File: src/rtl/bit_word_collector_if.sv
// Serial-in / word-out handshake bundle for bit_word_collector.
// master: the environment (bit source and word consumer).
// slave:  the collector itself.
// Optional out_parity member exists only when BIT_WORD_COLLECTOR_PARITY_EN is defined.
interface bit_word_collector_if #(
    parameter int WIDTH = 8
) ();
    localparam int CNT_W = $clog2(WIDTH + 1);

    logic             in_bit;
    logic             in_valid;
    logic             in_ready;
    logic [WIDTH-1:0] out_data;
    logic             out_valid;
    logic             out_ready;
    logic [CNT_W-1:0] bit_count;
`ifdef BIT_WORD_COLLECTOR_PARITY_EN
    logic             out_parity;

    modport master (
        output in_bit, in_valid, out_ready,
        input  in_ready, out_data, out_valid, bit_count, out_parity
    );

    modport slave (
        input  in_bit, in_valid, out_ready,
        output in_ready, out_data, out_valid, bit_count, out_parity
    );
`else
    modport master (
        output in_bit, in_valid, out_ready,
        input  in_ready, out_data, out_valid, bit_count
    );

    modport slave (
        input  in_bit, in_valid, out_ready,
        output in_ready, out_data, out_valid, bit_count
    );
`endif
endinterface

File: src/rtl/bit_word_collector.sv
// bit_word_collector: gathers WIDTH accepted serial bits into a word and
// presents it on a valid/ready port. A shift register fills while the
// previous word waits in the output register, so words flow back-to-back.
// Optional feature macro: BIT_WORD_COLLECTOR_PARITY_EN adds out_parity,
// the XOR reduction of out_data, registered alongside it.
module bit_word_collector #(
    parameter int WIDTH     = 8,
    parameter bit LSB_FIRST = 1'b1
) (
    input  logic                  CLK,
    input  logic                  ASYNCRESETN,
    bit_word_collector_if.slave   bus
);
    localparam int CNT_W = $clog2(WIDTH + 1);
    localparam logic [CNT_W-1:0] LAST_CNT = CNT_W'(WIDTH - 1);

    logic [WIDTH-1:0] shift_reg;
    logic [CNT_W-1:0] bit_cnt;
    logic [WIDTH-1:0] data_q;
    logic             valid_q;

    logic             last_bit;
    logic             accept;
    logic             drain;
    logic             complete;
    logic [CNT_W-1:0] bit_pos;
    logic [WIDTH-1:0] word_next;

    // Handshake qualifiers; in_ready only stalls when a full word would
    // have nowhere to go, and it sees out_ready so a drain frees the slot.
    always_comb begin
        last_bit     = (bit_cnt == LAST_CNT);
        bus.in_ready = !last_bit || !valid_q || bus.out_ready;
        accept       = bus.in_valid && bus.in_ready;
        drain        = valid_q && bus.out_ready;
        complete     = accept && last_bit;
    end

    // Position of the incoming bit and the shift register with it merged in.
    always_comb begin
        bit_pos   = LSB_FIRST ? bit_cnt : (LAST_CNT - bit_cnt);
        word_next = shift_reg;
        for (int i = 0; i < WIDTH; i++) begin
            if (CNT_W'(i) == bit_pos) begin
                word_next[i] = bus.in_bit;
            end
        end
    end

    // Fill side: collect bits, clear once a completed word moves out.
    always_ff @(posedge CLK or negedge ASYNCRESETN) begin
        if (!ASYNCRESETN) begin
            shift_reg <= '0;
            bit_cnt   <= '0;
        end else if (complete) begin
            shift_reg <= '0;
            bit_cnt   <= '0;
        end else if (accept) begin
            shift_reg <= word_next;
            bit_cnt   <= bit_cnt + CNT_W'(1);
        end
    end

    // Output side: load on completion (even while draining), otherwise
    // drop valid on drain and keep the data as it was.
    always_ff @(posedge CLK or negedge ASYNCRESETN) begin
        if (!ASYNCRESETN) begin
            data_q  <= '0;
            valid_q <= 1'b0;
        end else if (complete) begin
            data_q  <= word_next;
            valid_q <= 1'b1;
        end else if (drain) begin
            valid_q <= 1'b0;
        end
    end

`ifdef BIT_WORD_COLLECTOR_PARITY_EN
    logic parity_q;

    // Parity travels with the word it describes.
    always_ff @(posedge CLK or negedge ASYNCRESETN) begin
        if (!ASYNCRESETN) begin
            parity_q <= 1'b0;
        end else if (complete) begin
            parity_q <= ^word_next;
        end
    end

    // Parity output drive.
    always_comb begin
        bus.out_parity = parity_q;
    end
`endif

    // Registered outputs.
    always_comb begin
        bus.out_data  = data_q;
        bus.out_valid = valid_q;
        bus.bit_count = bit_cnt;
    end
endmodule
File: src/flat_wrapper.sv
// flat-port wrapper written by rule: the top's interface ports become plain ports
module bit_word_collector_flat 
#(
    parameter int WIDTH     = 8,
    parameter bit LSB_FIRST = 1'b1
)
  (CLK, ASYNCRESETN, bus_in_bit, bus_in_valid, bus_out_ready, bus_in_ready, bus_out_data, bus_out_valid, bus_bit_count);
  bit_word_collector_if #(.WIDTH(WIDTH)) bus_i ();
  input  logic CLK;
  input  logic ASYNCRESETN;
  input wire logic [$bits(bus_i.in_bit)-1:0] bus_in_bit;
  input wire logic [$bits(bus_i.in_valid)-1:0] bus_in_valid;
  input wire logic [$bits(bus_i.out_ready)-1:0] bus_out_ready;
  output wire logic [$bits(bus_i.in_ready)-1:0] bus_in_ready;
  output wire logic [$bits(bus_i.out_data)-1:0] bus_out_data;
  output wire logic [$bits(bus_i.out_valid)-1:0] bus_out_valid;
  output wire logic [$bits(bus_i.bit_count)-1:0] bus_bit_count;
  assign bus_i.in_bit = bus_in_bit;
  assign bus_i.in_valid = bus_in_valid;
  assign bus_i.out_ready = bus_out_ready;
  assign bus_in_ready = bus_i.in_ready;
  assign bus_out_data = bus_i.out_data;
  assign bus_out_valid = bus_i.out_valid;
  assign bus_bit_count = bus_i.bit_count;
  bit_word_collector #(.WIDTH(WIDTH), .LSB_FIRST(LSB_FIRST)) u_core (.CLK(CLK), .ASYNCRESETN(ASYNCRESETN), .bus(bus_i));
endmodule
File: config.mk
export PLATFORM = sky130hd
export DESIGN_NAME = bit_word_collector_flat
export DESIGN_NICKNAME = d
export VERILOG_FILES = /design/src/rtl/bit_word_collector_if.sv /design/src/rtl/bit_word_collector.sv /design/src/flat_wrapper.sv
export SDC_FILE = /design/constraint.sdc
export NUM_CORES = 1
export LEC_CHECK = 0
export ABC_AREA = 1
export CAP_MARGIN = 20
export CORE_AREA = 4 4 60 62
export DETAILED_ROUTE_END_ITERATION = 10
export DIE_AREA = 0 0 64 66
export PLACE_DENSITY_LB_ADDON = 0.08
export SYNTH_ARGS = -nofsm -noshare
export SYNTH_HDL_FRONTEND = slang
export SYNTH_SLANG_ARGS = --single-unit
File: constraint.sdc
create_clock -name CLK -period 1.4 [get_ports CLK]
set_input_delay 0.14 -clock CLK [delete_from_list [all_inputs] [get_ports CLK]]
set_output_delay 0.14 -clock CLK [all_outputs]
set_load 0.05 [all_outputs]
==> impl_metrics.ini, run 1 <==
[setup_path]
endpoint_kind = primary output
crit_arrival_ns = 1.33
critPathRequiredTime_ns = 1.26
critPathSlowestCell = dfrtp_4
crit_chain = ha_4, nand3_4, nor2_4, clkinvlp_4, buf_12
path_class = reg -> out
crit_path_start_kind = flop
max_stage_delay_ns = 0.44
critical_path.max_fanout = 2
regToRegSetupSlack_ns = 0.06

[die]
die_x_um = 64
num_rows = 20
ioPinCount = 19
die-area_mm2 = 0.00422
start_util = 0.345
die_h_um = 66
core_area_mm2 = 0.00303

[logic_synthesis]
synth_cells = 126
ys_warn_count = 0
ys_seq_area_frac = 0.478
synth_seq_cells = 20
synth_area_mm2 = 0.00105
syn-num-nets = 135
yosysTopAreaCellShare = 0.478
yosys-top-cells-area = dfrtp_1, nand2_1, ha_1
syn_area_per_cell_um2 = 8.30
synth.distinct_cells = 19
yosysTopAreaCell = dfrtp_1

[finish]
nets = 167
final_common_cell = nand2_1
largest_reg_flops = 8
antenna_cells = 0
final_cell_mix = nand2_1, dfrtp_1, buf_4
utilization = 0.522
drive_gt1_frac = 0.389
syn2layout_area_growth_pct = 51.1

[pwr]
power_mw = 3.34
p_clk_frac = 0.102
power_density_mw_per_mm2 = 2110
leakagePower_nw = 0.758
pwr-share-comb = 0.599
ir_drop_mv = 0.977
swShare = 0.454
power_frac_seq = 0.299
p_sw_mw = 1.52
internal_power_mw = 1.83

[placed_design]
hpwl_um = 1670
place_congestion = 0.777
portBuffers = 18

[clock_tree]
clkSinkCount = 20
clk_pin_slew_ns = 0.12
cts_tree = yes
cts-hold-fix-buffers = 0
clk_latency_ns = 0.30
root_buffer = clkbuf_4
htree_levels = 1
numCtsBuffers = 3
cts_buffer_depth = 2

[drt]
drt_iter0_markers = 28
vias_per_cell = 4.39
routed_wl_um = 2290
drc = 0
postRouteAntennaNets = 0
drt_pass1_iterations = 4
routedWlPerCell_um = 11.4
dr_total_vias = 882

[timing]
fin_crit_sh = 1.05
slew_violations = 0
fin_crit_ns = 1.47
setup_violations = 1
max_freq_mhz = 680
finClkSkew_ns = 0.0103
hold_viol = 0
maxSlewHeadroom = 0.754
rsz0062_at_grt = true
layout_setup_ws_ns = -0.0709
tightestPinTransition_ns = 0.369

[run_status]
violations = setup timing
outcome = finished with violations

[global_routing]
first_global_vias = 829
grt_pass1_wl_um = 3890
grt_antenna_before_repair = 0
track_usage = 0.118
grt_max_degree = 21
grt.overflow.total = 0

[flow_run]
cap_violations = 0

[worst_hold_path]
worstHoldPathType = in -> async
==> through the flow <==
step | hold WS [ns] | setup TNS [ns] | area, um2 | cells | worst slack (ns)
6_report | 0.150 | -0.0709 | 1580 | 201 | -0.0709
3_5_place_dp | 0.469 | 0 | 1440 | 191 | 0.0272
2_1_floorplan | -0.156 | -0.0356 | 1070 | 126 | -0.0356
4_1_cts | 0.165 | -0.116 | 1520 | 200 | -0.113
3_3_place_gp | 0.462 | 0 | 1440 | 191 | 0.0319
5_1_grt | 0.174 | -0.427 | 1580 | 201 | -0.141
==> timing repair <==
action | CTS | global route
resized for setup | 2 | 16
endpoints found under the setup margin | 1 | 15
pin swaps | 3 | 9
setup buffers | 5 | 1
==> logic make-up after synthesis <==
logic type,count (synthesis),synth area share
and+or+nand+nor,76,0.336
DFF,20,0.478
buffers and inverters,13,0.0610
AOI/OAI and AO/OA,12,0.0682
adders and majority gates,4,0.0478
xor gates and xnor gates,1,0.00837
==> final cells by class <==
| cell class | count | area [um2] |
|---|---|---|
| fillers | 293 | 1450 |
| multi-input cells | 93 | 551 |
| flip-flops and latches | 20 | 508 |
| repair buffers | 29 | 378 |
| well taps | 44 | 55.1 |
| inverters | 11 | 52.6 |
| clock buffers | 4 | 36.3 |
==> final timing paths <==
kind	cells past startpoint	from	end
setup / recovery	5	u_core.bus.bit_count[0]	bus_in_ready
hold / removal	2	ASYNCRESETN	u_core.bus.bit_count[2]
setup reg to reg	6	u_core.bus.bit_count[0]	u_core.shift_reg[0]
hold reg to reg	2	u_core.shift_reg[4]	u_core.shift_reg[4]
max in group asynchronous	2	ASYNCRESETN	u_core.bus.bit_count[0]
min in group CLK	2	u_core.shift_reg[4]	u_core.shift_reg[4]
==> power groups by stage <==
stage	registers [mW]	logic, mW	clock network, mW
6_report	0.999	2.00	0.341
5_1_grt	1.03	2.16	0.370
4_1_cts	1.01	1.88	0.353
3_5_place_dp	1.04	1.79	0
3_3_place_gp	1.04	1.79	0
2_1_floorplan	1.43	0.654	0
==> cells in the mapped netlist, drive strengths merged <==
cell   number
a21oi       1
ha          4
buf         2
xnor2       1
nand3       3
dfrtp      20
o21ai      11
inv        11
nand4       2
nor2        5
nand2      66
==> critical path, delay by kind of cell (launching register included) <==
kind	cells	cell delay, ns
adder cells (fa/ha/maj)	1	0.15
buffers and inverters	2	0.26
flip-flops	1	0.44
AND/OR/NAND/NOR	2	0.19
==> metal layers <==
layer  global-route usage  routed length (um)
met3               0.0357                 114
met5                    0                   0
met2                0.183                1070
met4               0.0350                  20
met1                0.156                1090
Note: power is estimated with default switching activity, not from simulation.
==> run 2: changes to the inputs <==
--- a/config.mk
+++ b/config.mk
@@ -6,10 +6,13 @@
 export NUM_CORES = 1
 export LEC_CHECK = 0
 export ABC_AREA = 1
+export ABC_CLOCK_PERIOD_IN_PS = 1400
 export CAP_MARGIN = 20
-export CORE_AREA = 4 4 60 62
+export CELL_PAD_IN_SITES_DETAIL_PLACEMENT = 0
+export CELL_PAD_IN_SITES_GLOBAL_PLACEMENT = 2
+export CORE_AREA = 4 4 66 68
 export DETAILED_ROUTE_END_ITERATION = 10
-export DIE_AREA = 0 0 64 66
+export DIE_AREA = 0 0 70 72
 export PLACE_DENSITY_LB_ADDON = 0.08
 export SYNTH_ARGS = -nofsm -noshare
 export SYNTH_HDL_FRONTEND = slang
==> impl_metrics.ini, run 2 (synthesized netlist as in run 1, its figures left out) <==
[drt]
drc = 0
routed_wl_um = 2730
routedWlPerCell_um = 12.6
postRouteAntennaNets = 0
dr_total_vias = 899
vias_per_cell = 4.16
drt_iter0_markers = 23
drt_pass1_iterations = 4

[global_routing]
track_usage = 0.114
grt_busiest_layer = met2
grt_max_degree = 21
met1_usage = 0.164
grt_pass1_wl_um = 4550
grt_antenna_before_repair = 0
first_global_vias = 928
use_met3 = 0.0222
gr-usage-met2 = 0.175
grt.overflow.total = 0

[clock_tree]
clk_latency_ns = 0.26
cts_buffer_depth = 2
root_buffer = clkbuf_8
clk_pin_slew_ns = 0.08
clkSinkCount = 20
htree_levels = 1
numCtsBuffers = 3
cts_tree = yes

[timing]
slew_violations = 0
tightestPinTransition_ns = 0.354
layout_setup_ws_ns = -0.0295
max_freq_mhz = 700
fin_crit_ns = 1.43
rsz0062_at_grt = true
setup_violations = 1
maxSlewHeadroom = 0.763
fin_crit_sh = 1.02
finClkSkew_ns = 0.00134
hold_viol = 0
fin_tns_setup_ns = -0.0295

[run_status]
outcome = finished with violations
violations = setup timing

[die]
die_x_um = 70
die_h_um = 72
core_area_mm2 = 0.00386
start_util = 0.271
die-area_mm2 = 0.00504
ioPinCount = 19
num_rows = 23

[setup_path]
critical_path.max_fanout = 2
crit_arrival_ns = 1.29
critPathRequiredTime_ns = 1.26
regToRegSetupSlack_ns = 0.08
path_class = reg -> out
endpoint_kind = primary output
crit_path_start_kind = flop

[pwr]
p_sw_mw = 1.60
p_clk_frac = 0.123
power_density_mw_per_mm2 = 2100
pwr-share-comb = 0.596
leakagePower_nw = 0.823
swShare = 0.439
ir_drop_mv = 0.808
internal_power_mw = 2.04
power_frac_seq = 0.281

[finish]
final_cell_mix = nand2_1, buf_4, dfrtp_1
antenna_cells = 0
utilization = 0.448
nets = 176
syn2layout_area_growth_pct = 65.1
largest_reg_flops = 8
finalInstanceArea_mm2 = 0.00173
drive_gt1_frac = 0.440
final_common_cell = nand2_1

[worst_hold_path]
worstHoldPathType = in -> async

[placed_design]
portBuffers = 18
place_area_mm2 = 0.00146
place_congestion = 0.792
hpwl_um = 1920

[flow_run]
cap_violations = 0
-- run 2: cell count changes in the layout (fill, tap and decap cells not counted), sizes merged --
cell and change:
buf +9
-- run 2: worst max-delay path: stages, from the launching register on --
cell	delay (ns)
dfrtp_4	0.42
ha_4	0.14
nand3_4	0.08
nor2_4	0.13
clkinvlp_4	0.11
buf_12	0.15
-- run 2: metrics by stage --
| step | total power [mW] | hold WS (ns) | cells | worst slack, ns |
|---|---|---|---|---|
| 6_report | 3.63 | 0.231 | 216 | -0.0295 |
| 3_5_place_dp | 2.90 | 0.469 | 197 | -0.00842 |
| 2_1_floorplan | 2.08 | -0.156 | 126 | -0.0356 |
| 3_3_place_gp | 2.91 | 0.464 | 197 | 0.0135 |
| 4_1_cts | 3.43 | 0.240 | 206 | -0.0639 |
| 5_1_grt | 3.85 | 0.252 | 216 | -0.0990 |
-- run 2: area by class of cell --
type,instances,area (um2)
repair buffers,38,483
inverters,11,50.0
flip-flops and latches,20,508
multi-input cells,93,568
clock buffers,4,55.1
fillers,391,2130
well taps,50,62.6
-- run 2: power groups by stage --
stage / Sequential, mW / Clock, mW / Combinational [mW]
after floorplan: 1.43 / 0 / 0.654
after global placement: 1.05 / 0 / 1.86
after detailed placement: 1.05 / 0 / 1.85
after CTS: 1.03 / 0.466 / 1.93
after global routing: 1.04 / 0.495 / 2.31
final: 1.02 / 0.446 / 2.17
-- run 2: final timing paths --
check                                              from                      end  cells after the start
worst max register to register  u_core.bus.bit_count[0]   u_core.bus.out_data[2]                      8
worst min register to register      u_core.shift_reg[1]      u_core.shift_reg[1]                      2
worst max-delay path            u_core.bus.bit_count[0]             bus_in_ready                      5
worst min-delay path                        ASYNCRESETN  u_core.bus.bit_count[2]                      2
max in group asynchronous                   ASYNCRESETN  u_core.bus.bit_count[0]                      2
min in group CLK                    u_core.shift_reg[1]      u_core.shift_reg[1]                      2
-- run 2: timing repair --
action                                 CTS  global route
pin swaps                                3             8
setup endpoints to repair                1            13
gates cloned                             0             0
endpoints found under the hold margin    0             0
setup buffers                            5            10
hold buffers                             0             0
resized for setup                        2            19
-- run 2: routing by layer --
layer / vias up / wire (um)
met1: 408 / 1370
li1: 469 / -
met2: 17 / 1230
met3: 5 / 96
met4: 0 / 29
met5: - / 0
==> run 3: changes to the inputs <==
--- a/config.mk
+++ b/config.mk
@@ -13,6 +13,7 @@
 export CORE_AREA = 4 4 66 68
 export DETAILED_ROUTE_END_ITERATION = 10
 export DIE_AREA = 0 0 70 72
+export MAX_ROUTING_LAYER = met4
 export PLACE_DENSITY_LB_ADDON = 0.08
 export SYNTH_ARGS = -nofsm -noshare
 export SYNTH_HDL_FRONTEND = slang
==> impl_metrics.ini, run 3 (synthesized netlist as in run 1, its figures left out) <==
[clock_tree]
htree_levels = 1
clk_pin_slew_ns = 0.08
numCtsBuffers = 3
root_buffer = clkbuf_8
cts_tree = yes
clkSinkCount = 20
cts_buffer_depth = 2
clk_latency_ns = 0.26

[timing]
maxSlewHeadroom = 0.763
tightestPinTransition_ns = 0.354
fin_crit_ns = 1.43
setup_violations = 1
finClkSkew_ns = 0.00144
rsz0062_at_grt = true
max_freq_mhz = 700
slew_violations = 0
hold_slack_ns = 0.231
layout_setup_ws_ns = -0.0294
hold_viol = 0
fin_crit_sh = 1.02

[global_routing]
use_met3 = 0.0194
grt.overflow.total = 0
grt_max_degree = 21
grt_pass1_wl_um = 4550
met1_usage = 0.165
grt_antenna_before_repair = 0
first_global_vias = 928
track_usage = 0.117
grt_busiest_layer = met2
gr-usage-met2 = 0.175

[placed_design]
portBuffers = 18
hpwl_um = 1920
place_congestion = 0.803

[setup_path]
critPathSlowestCell = dfrtp_4
crit_chain = ha_4, nand3_4, nor2_4, clkinvlp_4, buf_12
regToRegSetupSlack_ns = 0.08
path_class = reg -> out
max_stage_delay_ns = 0.42
crit_arrival_ns = 1.29
crit_path_start_kind = flop
critPathRequiredTime_ns = 1.26
critical_path.max_fanout = 2
endpoint_kind = primary output

[die]
die-area_mm2 = 0.00504
die_h_um = 72
core_area_mm2 = 0.00386
ioPinCount = 19
num_rows = 23
die_x_um = 70
start_util = 0.271

[drt]
drt_iter0_markers = 23
dr_total_vias = 899
drc = 0
routed_wl_um = 2730
drt_pass1_iterations = 4
vias_per_cell = 4.16
postRouteAntennaNets = 0
routedWlPerCell_um = 12.6

[finish]
final_common_cell = nand2_1
multi_input_area_um2 = 568
nets = 176
nFillCells = 391
syn2layout_area_growth_pct = 65.1
regArea_um2 = 508
drive_gt1_frac = 0.440
antenna_cells = 0
largest_reg_flops = 8
final_cell_mix = nand2_1, buf_4, dfrtp_1
utilization = 0.448

[run_status]
violations = setup timing
outcome = finished with violations

[flow_run]
cap_violations = 0

[worst_hold_path]
worstHoldPathType = in -> async

[pwr]
ir_drop_mv = 0.809
power_mw = 3.63
power_density_mw_per_mm2 = 2100
leakagePower_nw = 0.823
-- run 3: cell counts in the layout (fill, tap and decap cells not counted) --
No cell type changed its count.
-- run 3: final cells by class --
type | count | share of cell area
Multi-Input combinational cell | 93 | 0.329
Clock buffer | 4 | 0.0319
Timing Repair Buffer | 38 | 0.280
Tap cell | 50 | 0.0362
Inverter | 11 | 0.0290
Sequential cell | 20 | 0.294
-- run 3: power by group --
part	total (mW)	internal (mW)	switching (mW)
sequential	1.02	0.799	0.221
combinational	2.17	0.986	1.18
clock	0.446	0.250	0.196
total	3.63	2.04	1.60
-- run 3: metal layers --
metal | routed length, um | vias up | part of all wire
li1 | - | 469 | -
met1 | 1380 | 408 | 0.51
met2 | 1230 | 17 | 0.45
met3 | 89 | 5 | 0.033
met4 | 29 | 0 | 0.011
met5 | 0 | - | 0
-- run 3: through the flow --
stage	setup WS [ns]	setup TNS, ns	area [um2]	instances
4_1_cts	-0.0639	-0.0639	1560	206
3_3_place_gp	0.0135	0	1460	197
2_1_floorplan	-0.0356	-0.0356	1070	126
6_report	-0.0294	-0.0294	1730	216
3_5_place_dp	-0.00842	-0.0177	1460	197
5_1_grt	-0.0990	-0.0998	1730	216
-- run 3: worst max-delay path, delay by kind of cell (launching register included) --
kind,cells,cell delay [ns]
flip-flops,1,0.42
adder cells (fa/ha/maj),1,0.14
buffers and inverters,2,0.26
AND/OR/NAND/NOR,2,0.21
-- run 3: path summary, 6_finish.rpt --
kind	from	end	cells after the start
max in group asynchronous	ASYNCRESETN	u_core.bus.bit_count[0]	2
hold / removal	ASYNCRESETN	u_core.bus.bit_count[2]	2
setup / recovery	u_core.bus.bit_count[0]	bus_in_ready	5
hold reg to reg	u_core.shift_reg[1]	u_core.shift_reg[1]	2
setup reg to reg	u_core.bus.bit_count[0]	u_core.bus.out_data[2]	8
min in group CLK	u_core.shift_reg[1]	u_core.shift_reg[1]	2
-- run 3: what timing repair did --
action | in CTS | in global routing
hold buffers | 0 | 0
setup endpoints to repair | 1 | 13
gates resized for setup | 2 | 19
buffers inserted | 5 | 10
pin swaps | 3 | 8
endpoints found under the hold margin | 0 | 0
==> RTL edit (flow settings as in run 3) <==
`LSB_FIRST` is set to 1'b1 in 2 places; all go to 1'b0.
--- a/src/rtl/bit_word_collector.sv
+++ b/src/rtl/bit_word_collector.sv
@@ -6,5 +6,5 @@
 module bit_word_collector #(
     parameter int WIDTH     = 8,
-    parameter bit LSB_FIRST = 1'b1
+    parameter bit LSB_FIRST = 1'b0
 ) (
     input  logic                  CLK,
--- a/src/flat_wrapper.sv
+++ b/src/flat_wrapper.sv
@@ -3,5 +3,5 @@
 #(
     parameter int WIDTH     = 8,
-    parameter bit LSB_FIRST = 1'b1
+    parameter bit LSB_FIRST = 1'b0
 )
   (CLK, ASYNCRESETN, bus_in_bit, bus_in_valid, bus_out_ready, bus_in_ready, bus_out_data, bus_out_valid, bus_bit_count);
Formal check against the unedited RTL: not equivalent (Yosys sat finds a counterexample within 10 cycles, from zero or initial values and one cycle with ASYNCRESETN low).
==> RTL edit against run 3 <==
Synthesized area up 3.2%. Cell area down 5.5%. Synthesized cell count up 10%. Critical path type unchanged. Highest routed layer unchanged. Non-clock buffer count down 5. Routed wire length up 5.4%. Largest cell class is now flip-flops and latches. Critical endpoint unchanged. Total power down 4.4%. Setup slack better by 0.12 ns. Largest power group unchanged. Sequential cell count up 1.
==> RTL edit: results (changes against run 3) <==
Met2 WL: 1450 um (+18%)
Met2 usage: 22.9% (+5.4 points)
Main synth FF type: dfrtp_1
H-tree depth: 1 (unchanged)
Met1 GRT Util: 16.0% (-0.49 points)
Clock share of power: 11.6% (-0.7 points)
Setup Skew: 0.00299 ns (+0.00156 ns)
Vias in the first global route: 1019 (+9.8%)
Via count: 985 (+9.6%)
CP Data Arrival Time: 1.17 ns (-0.12 ns)
Placed Cells: 212 (+7.6%)
Met3 Routed Length: 124 um (+39%)
Post-Syn Nets: 148 (+9.6%)
CTS Buffer Depth: 2 (unchanged)
Top cells by count, synth: 79 x nand2_1, 21 x dfrtp_1, 8 x inv_1, 6 x nand3_1
Seq group: 1100 uW (+8%)
VDD IR-drop max: 813 uV (+0.55%)
Post-Layout Cell Count: 224 (+3.7%)
Final net count: 184 (+4.5%)
Synth top area cells: dfrtp_1 49%, nand2_1 27%, ha_1 4.6%, nand3_4 3.2%, nand3_1 2.8%
Global-route wire length before repair: 5150 um (+13%)
Outcome: finished, final reports clean
1st-pass router iterations: 4 (unchanged)
Hpwl dp: 2130 um (+11%)
Clock Latency Late Sink: 0.26 ns (about the same)
GRT met3 Usage: 3.05% (+1.1 points)
WL met1: 1260 um (-8.7%)
Placed cell area: 0.00149 sq mm (+2.4%)
Sequential share of the synthesized area: 48.7% (+0.82 points)
Leak: 0.000836 uW (+1.6%)
Iter 0 DRT Violations: 51 (+120%)
Crit path max-delay family: flip-flops
CP peak stage delay: 0.49 ns (+0.07 ns)
IO buf count: 18 (unchanged)
Crit-path slowest cell: dfrtp_2
Switch Pwr: 1530 uW (-4.4%)
Post-synth cell types: 16 (-3)
Internal cell power: 1940 uW (-4.5%)
Setup crit start: u_core.bus.bit_count[3]
Root Buffer: clkbuf_8
Slew headroom: 80.6% (+4.3 points)
Gr usage total: 13.4% (+1.7 points)
DR top layer: met4
Largest net degree at the start of global routing: 22 (+4.8%)
Crit Path Max Fanout: 5 (+3)
Mapped Cells: 139 (+10%)
R2R depth: 7 (-1)
Layout cells sized above 1: 31.0% (-13 points)
Final Wtd Congestion: 0.788 (-1.9%)
Placement-stage worst setup slack: -0.0569 ns (-0.0484 ns)
Worst hold path class: in -> async
Clk pin slew, worst setup/hold paths: 0.08 ns (about the same)
Total routed wirelength: 2880 um (+5.4%)
[RTL edit: worst paths after layout]
path / to / slack [ns]
hold reg to reg: u_core.shift_reg[4] / 0.48
min in group CLK: u_core.shift_reg[4] / 0.48
max in group asynchronous: u_core.bus.bit_count[0] / 0.92
hold / removal: u_core.bus.bit_count[1] / 0.23
setup / recovery: bus_in_ready / 0.09
setup reg to reg: u_core.shift_reg[4] / 0.15
[RTL edit: cell families after synthesis]
group / after synthesis / share of synthesized area [%]
simple gates: 96 / 39.0
flops: 21 / 48.7
buf+inv: 13 / 5.21
compound gates: 5 / 2.43
fa+ha+maj: 4 / 4.64
[RTL edit: layout make-up]
type / instances / area, sq um
Multi-Input combinational cell: 105 / 523
Fill cell: 414 / 2220
Inverter: 11 / 41.3
Clock buffer: 4 / 45.0
Sequential cell: 21 / 532
Timing Repair Buffer: 33 / 428
Tap cell: 50 / 62.6
[RTL edit: timing repair]
item	CTS	global route
buffers inserted	2	6
pin swaps	1	1
resized for setup	1	14
endpoints found under the setup margin	1	16
